[src/rtl/sram_pkg.sv]
// sram_pkg: shared FSM state encoding and depth derivation for sram_nxw
package sram_pkg;
  typedef enum logic {CLEAR = 1'b0, READY = 1'b1} state_t;
  function automatic int unsigned depth_f(input int unsigned aw);
    return 32'd1 << aw;
  endfunction
endpackage

[src/rtl/sram_word.sv]
// sram_word: one DATA_W-bit storage word, synchronous write, no reset
module sram_word #(
  parameter int DATA_W = 8
) (
  input  logic              i_clk,
  input  logic              i_we,
  input  logic [DATA_W-1:0] i_d,
  output logic [DATA_W-1:0] o_q
);
  always_ff @(posedge i_clk)
    if (i_we) o_q <= i_d;
endmodule

[src/rtl/sram_nxw.sv]
// sram_nxw: DEPTH x DATA_W single-port SRAM that self-zeroes after reset or i_clr.
// Define SRAM_NXW_BYPASS_EN to forward the previous cycle's write into a same-address read.
module sram_nxw
  import sram_pkg::*;
#(
  parameter int DATA_W = 8,
  parameter int ADDR_W = 2
) (
  input  logic              i_clk,
  input  logic              i_rst_n,
  input  logic              i_cs_n,
  input  logic              i_we,
  input  logic [ADDR_W-1:0] i_addr,
  input  logic [DATA_W-1:0] i_wdata,
  input  logic              i_clr,
  output logic [DATA_W-1:0] o_rdata,
  output logic              o_rvalid,
  output logic              o_ready
);
  localparam int DEPTH = depth_f(ADDR_W);
  state_t            state;
  logic [ADDR_W-1:0] cnt;
  logic [DATA_W-1:0] q [DEPTH];
  logic [DEPTH-1:0]  we_v;
  logic [DATA_W-1:0] wd;
  logic [DATA_W-1:0] rd_word;
  logic              acc, wr, rd;
  // i_clr wins over any access issued in the same cycle
  always_comb begin
    acc = state == READY && !i_clr && !i_cs_n;
    wr  = acc && i_we;
    rd  = acc && !i_we;
    wd  = state == CLEAR ? '0 : i_wdata;
    for (int k = 0; k < DEPTH; k++)
      we_v[k] = state == CLEAR ? cnt == ADDR_W'(k) : wr && i_addr == ADDR_W'(k);
  end
  for (genvar g = 0; g < DEPTH; g++) begin : g_word
    sram_word #(.DATA_W(DATA_W)) u_word (
      .i_clk(i_clk),
      .i_we (we_v[g]),
      .i_d  (wd),
      .o_q  (q[g])
    );
  end
`ifdef SRAM_NXW_BYPASS_EN
  logic              wr_v;
  logic [ADDR_W-1:0] wr_a;
  logic [DATA_W-1:0] wr_d;
  always_ff @(posedge i_clk or negedge i_rst_n)
    if (!i_rst_n) begin
      wr_v <= 1'b0;
      wr_a <= '0;
      wr_d <= '0;
    end else begin
      wr_v <= wr;
      wr_a <= i_addr;
      wr_d <= i_wdata;
    end
  assign rd_word = wr_v && wr_a == i_addr ? wr_d : q[i_addr];
`else
  assign rd_word = q[i_addr];
`endif
  always_ff @(posedge i_clk or negedge i_rst_n)
    if (!i_rst_n) begin
      state    <= CLEAR;
      cnt      <= '0;
      o_rdata  <= '0;
      o_rvalid <= 1'b0;
    end else begin
      o_rvalid <= rd;
      if (rd) o_rdata <= rd_word;
      if (state == CLEAR) begin
        cnt <= cnt + 1'b1;
        if (cnt == '1) state <= READY;
      end else if (i_clr) begin
        state <= CLEAR;
        cnt   <= '0;
      end
    end
  assign o_ready = state == READY;
endmodule
[config.mk]
export PLATFORM = sky130hd
export DESIGN_NAME = sram_nxw
export DESIGN_NICKNAME = d
export VERILOG_FILES = /design/src/rtl/sram_pkg.sv /design/src/rtl/sram_word.sv /design/src/rtl/sram_nxw.sv
export SDC_FILE = /design/constraint.sdc
export NUM_CORES = 1
export LEC_CHECK = 0
export ABC_CLOCK_PERIOD_IN_PS = 2300
export CAP_MARGIN = 20
export CORE_MARGIN = 1
export CORE_UTILIZATION = 25
export DETAILED_ROUTE_END_ITERATION = 10
export GPL_ROUTABILITY_DRIVEN = 0
export SYNTH_ARGS = -nofsm -noshare
export SYNTH_HDL_FRONTEND = slang
export SYNTH_HIERARCHICAL = 1
export SYNTH_SLANG_ARGS = --single-unit
[constraint.sdc]
create_clock -name i_clk -period 2.3 [get_ports i_clk]
set_clock_uncertainty 0.1 [all_clocks]
set_input_delay 0.46 -clock i_clk [delete_from_list [all_inputs] [get_ports i_clk]]
set_output_delay 0.46 -clock i_clk [all_outputs]
set_load 0.02 [all_outputs]
# [After elaboration in Yosys (flattened, before gate mapping)]
# Index checks and enable logic that the tools add are counted.
[op_classes] add_sub_neg=1 magnitude_cmp=1 n_eq_ne=7 muxes=13 bitwise=1 reduce_logical=13
[op_table] op="$mux W8" n=3
[op_table] op="$bmux W8 S2" n=1
[op_table] op="$eq A2 B2 Y1 const B" n=4
[op_table] op="$logic_and A1 B1 Y1" n=8
[op_table] op="$mux W1" n=7
[op_table] op="$eq A2 B1 Y1 const B" n=2
[op_table] op="$logic_not A2 Y1" n=2
[op_table] op="$mux W2" n=2
[op_table] op="$ge A3 B3 Y1 const B" n=1
[op_table] op="$logic_not A1 Y1" n=3
[op_table] op="$not A2 Y3" n=1
[op_table] op="$add A2 B1 Y2 const B" n=1
[op_table] op="$ne A2 B2 Y1 const B" n=1
[word_totals] register_bits=44 inputBits=15 out_inout_bits=10 elab_cells=44

# [Logic depth before layout (Yosys ltp)]
[logic_depth] depth_word=6 ltp_mapped=4 depth_no_buf=4

# [Cells and area by module]
# Netlist, hierarchy kept.
[by_module_without_submodules] mod="sram_word" n_inst=4 cells_each=8 area_each_um2=240.2
[by_module_without_submodules] mod="sram_nxw" n_inst=1 cells_each=63 area_each_um2=820.8

# [Worst setup path after synthesis]
# OpenSTA, ideal clock, no wires.
[synth_timing] kind="input to register" startpoint="input i_clr" endpoint="register g_word[0].u_word.o_q[0] (enable)" setup_time_ns=0.388 arrival_ns=1.880 setup_slack_ns=-0.068 stages=2 cell_sequence="or4bb_2 o32ai_1"
[synth_via] elab_chain_len=6
[synth_rtl] item="from (decl)" line="sram_nxw.sv:15" source="input logic i_clr,"
[synth_rtl] item="$logic_not A1 Y1" line="sram_nxw.sv:30" source="acc = state == READY && !i_clr && !i_cs_n;"
[synth_rtl] item="$logic_and A1 B1 Y1 (2 in a row)" line="sram_nxw.sv:30"
[synth_rtl] item="$logic_and A1 B1 Y1" line="sram_nxw.sv:31" source="wr = acc && i_we;"
[synth_rtl] item="$logic_and A1 B1 Y1" line="sram_nxw.sv:35" source="we_v[k] = state == CLEAR ? cnt == ADDR_W'(k) : wr && i_addr == ADDR_W'(k);"
[synth_rtl] item="$mux W1" line="sram_nxw.sv:35"
[synth_rtl] item="named net we_v[0]" line="sram_nxw.sv:24" source="logic [DEPTH-1:0] we_v;"
[synth_rtl] item="to (signal assigned)" line="sram_word.sv:11" source="if (i_we) o_q <= i_d;"
[synth_rtl] item="to (decl)" line="sram_word.sv:8" source="output logic [DATA_W-1:0] o_q"
# The timed path passes the listed nets, and every way through them passes these cells.
# A chain may end at the register's enable or synchronous reset.

# [Worst setup path in the final report]
[layout_timing] startpoint="input i_we" endpoint="register g_word[0].u_word.o_q[4] (enable)"
[layout_via] elab_chain_len=3
[layout_rtl] item="from (decl)" line="sram_nxw.sv:12" source="input logic i_we,"
[layout_rtl] item="$logic_and A1 B1 Y1" line="sram_nxw.sv:31"
[layout_rtl] item="$logic_and A1 B1 Y1" line="sram_nxw.sv:35"
[layout_rtl] item="$mux W1" line="sram_nxw.sv:35"
[layout_rtl] item="named net we_v[0]" line="sram_nxw.sv:24"
# The timed path passes the listed nets, and every way through them passes these cells.

==> results.yml <==
logic_synthesis:
  synth_seq_cells: 44
  syn_inst: 95
  yosys_warnings: 6
  syn_area_per_cell_um2: 18.8
  syn_nets: 114
  synthDistinctLibCells: 16
  synth_area_um2: 1780
  synth-seq-area-share: 0.708
grt:
  grtUsageTotal: 0.0946
  grt_max_degree: 19
  grt_pass1_wl_um: 5040
  antenna_found_initial: 0
  grt_pass1_vias: 1010
  overflow: 0
route:
  drc: 0
  ant_nets: 0
  drtIter0Drc: 104
  dr.pass1.iters: 4
  via_per_inst: 4.09
  wirelength_um: 3220
  dr_total_vias: 944
  routedWlPerCell_um: 13.9
cells_and_area:
  nets: 153
  finalNonFillerCells: 231
  n_fill_cell: 658
  n_antenna_cell: 0
  area_growth_pct: 30.9
  drive_gt1_frac: 0.274
setup_path:
  rr_worst_depth: 3
  path_max_fanout: 8
  crit_path_start_kind: "input port"
  worstPathCellList: "clkdlybuf4s50_1, or4bb_2, o32ai_2, buf_4"
  criticalPathCategory: "in -> reg"
  cp_num_buf_inv: 2
  worstSetupPathDepth: 4
  crit_family: "buffers and inverters"
  arrival_ns: 2.11
  critPathMaxStageDelay_ns: 0.68
  cp_slowest_cell: "or4bb_2"
  setup.worst_path.end_class: "register"
  cp.required_ns: 2.20
clock_tree:
  clock_sinks: 44
  path_clk_slew_ns: 0.07
  cts_setup_buffers: 0
  cts_tree: "yes"
  clkLatencyLatePin_ns: 0.29
  cts_buffers: 5
  clockBufferDepth: 2
  htreeDepth: 2
  cts-root-buf: "clkbuf_8"
timing:
  timing.final.crit_share: 0.960
  post-route-min-period_ns: 2.21
  finalWorstSetupSlack_ns: 0.0920
  tightest_slew_ns: 0.633
  hold_viol_final: 0
  slew_headroom: 0.576
  slew_violations: 0
  setup_violations: 0
  clock.fmax_mhz: 453
  rsz0062_at_grt: "false"
outcome:
  outcome: "completed"
floorplanning:
  num_rows: 30
  io-pin-count: 25
  dieArea_um2: 7470
  initial_core_util: 0.261
  die_y_um: 86.4
  die_x_um: 86.4
  coreArea_um2: 6830
power:
  clockPowerShare: 0.193
  vdd_ir_drop_max_mv: 0.295
  swShare: 0.289
  power_switching_uw: 770
  internal-power_uw: 1900
  p_per_area_nw_per_um2: 1140
  pwr-share-comb: 0.314
  pwr-share-seq: 0.494
  power_uw: 2670
  p_leak_uw: 0.000856
worst_hold_path:
  whs_path_depth: 1
  worstHoldPathType: "reg -> reg"
placed_design:
  place_hpwl_um: 2370
  port_buffers: 24
  dp_cells: 223
  pre_cts_ws_ns: -0.258
job:
  drv_cap: 0
[cell usage after synthesis (all sizes together)]
library cell  instances  share of area
mux4                  8           0.10
or4bb                 1         0.0070
mux2                  8          0.051
clkbuf                2         0.0042
and2                  8          0.028
edfxtp               32           0.54
inv                   8          0.017
o31ai                 2         0.0084
dfrtp                12           0.17
nor4b                 1          0.013
o21ai                 2         0.0056
nand2b                2         0.0070
ha                    4          0.028
nand3b                1         0.0042
buf                   1         0.0028
o32ai                 3          0.015
[final cells by class]
cell class	instances	area, um^2	share of cell area
Sequential cell	44	1260	0.541
Multi-Input combinational cell	40	485	0.208
Timing Repair Buffer	35	335	0.144
Tap cell	96	120	0.0515
Clock buffer	8	100	0.0429
Inverter	8	30.0	0.0129
[layout by cell type, fill, tap and decap left out]
| cell | netlist | routed |
|---|---|---|
| nor4b_4 | 1 | 1 |
| clkdlybuf4s50_1 | 0 | 24 |
| ha_1 | 4 | 4 |
| o31ai_1 | 2 | 2 |
| o32ai_1 | 3 | 2 |
| buf_4 | 0 | 10 |
| dfrtp_1 | 12 | 12 |
| inv_1 | 8 | 8 |
| mux2_2 | 8 | 8 |
| nand2b_1 | 2 | 2 |
| mux4_2 | 8 | 8 |
| buf_12 | 0 | 1 |
| edfxtp_1 | 32 | 32 |
| o21ai_0 | 2 | 2 |
| o32ai_2 | 0 | 1 |
| clkbuf_8 | 0 | 7 |
| and2_1 | 8 | 8 |
| nand3b_1 | 1 | 1 |
| clkbuf_1 | 2 | 1 |
| or4bb_2 | 1 | 1 |
[layer usage]
layer | track usage | share of wire | vias up
met5 | 0 | 0 | -
met4 | 0.0500 | 0.011 | 0
met3 | 0.0229 | 0.027 | 3
met2 | 0.175 | 0.56 | 21
met1 | 0.0991 | 0.40 | 480
li1 | - | - | 440
[through the flow]
| step | hold WS [ns] | utilization | TNS (ns) | area (um^2) |
|---|---|---|---|---|
| 6_report | 0.413 | 0.341 | 0 | 2330 |
| 5_1_grt | 0.431 | 0.341 | 0 | 2330 |
| 4_1_cts | 0.419 | 0.340 | 0 | 2320 |
| 3_5_place_dp | 0.402 | 0.326 | -6.43 | 2220 |
| 3_3_place_gp | 0.390 | 0.326 | -5.03 | 2220 |
| 2_1_floorplan | 0.0644 | - | -1.90 | 1780 |
[timing repair]
item,4_1_cts,5_1_grt
endpoints found under the hold margin,0,0
gates resized for setup,0,1
setup endpoints to repair,0,6
hold buffers,0,0
[power groups by stage]
| stage | logic (uW) | registers, uW | clock network (uW) |
|---|---|---|---|
| finish | 837 | 1320 | 514 |
| global route | 900 | 1350 | 556 |
| CTS | 840 | 1320 | 526 |
| detailed placement | 838 | 1340 | 0 |
| global placement | 804 | 1320 | 0 |
| floorplan | 366 | 1410 | 0 |
[worst reg2reg max path, cell delays in order, from the launching register on]
cell	delay [ns]
dfrtp_1	0.35
or4bb_2	0.60
o32ai_2	0.26
buf_4	0.23
[flip-flops by register name (all words and copies together), names as in the netlist]
signal / cells
g_word.u_word/o_q: 32
o_rdata: 8
cnt: 2
o_ready: 1
o_rvalid: 1
[worst paths after layout]
kind	end	startpoint	slack (ns)
worst max-delay path	g_word[0].u_word/o_q[4]$_DFFE_PP_	i_we	0.09
worst min-delay path	o_rdata[7]$_DFFE_PN0P_	o_rdata[7]$_DFFE_PN0P_	0.41
worst max register to register	g_word[0].u_word/o_q[4]$_DFFE_PP_	o_ready$_DFF_PN0_	0.47
worst min register to register	o_rdata[7]$_DFFE_PN0P_	o_rdata[7]$_DFFE_PN0P_	0.41
max in group asynchronous	cnt[0]$_DFFE_PN0P_	i_rst_n	1.23
min in group asynchronous	o_rdata[0]$_DFFE_PN0P_	i_rst_n	0.45
[kinds of logic after synthesis]
family,after synthesis,synth area share
DFF,44,0.708
muxes,16,0.152
and+or+nand+nor,13,0.0597
buffers and inverters,11,0.0239
AOI/OAI and AO/OA,7,0.0288
adders and majority gates,4,0.0281
Power figures use the tool's default switching activity.
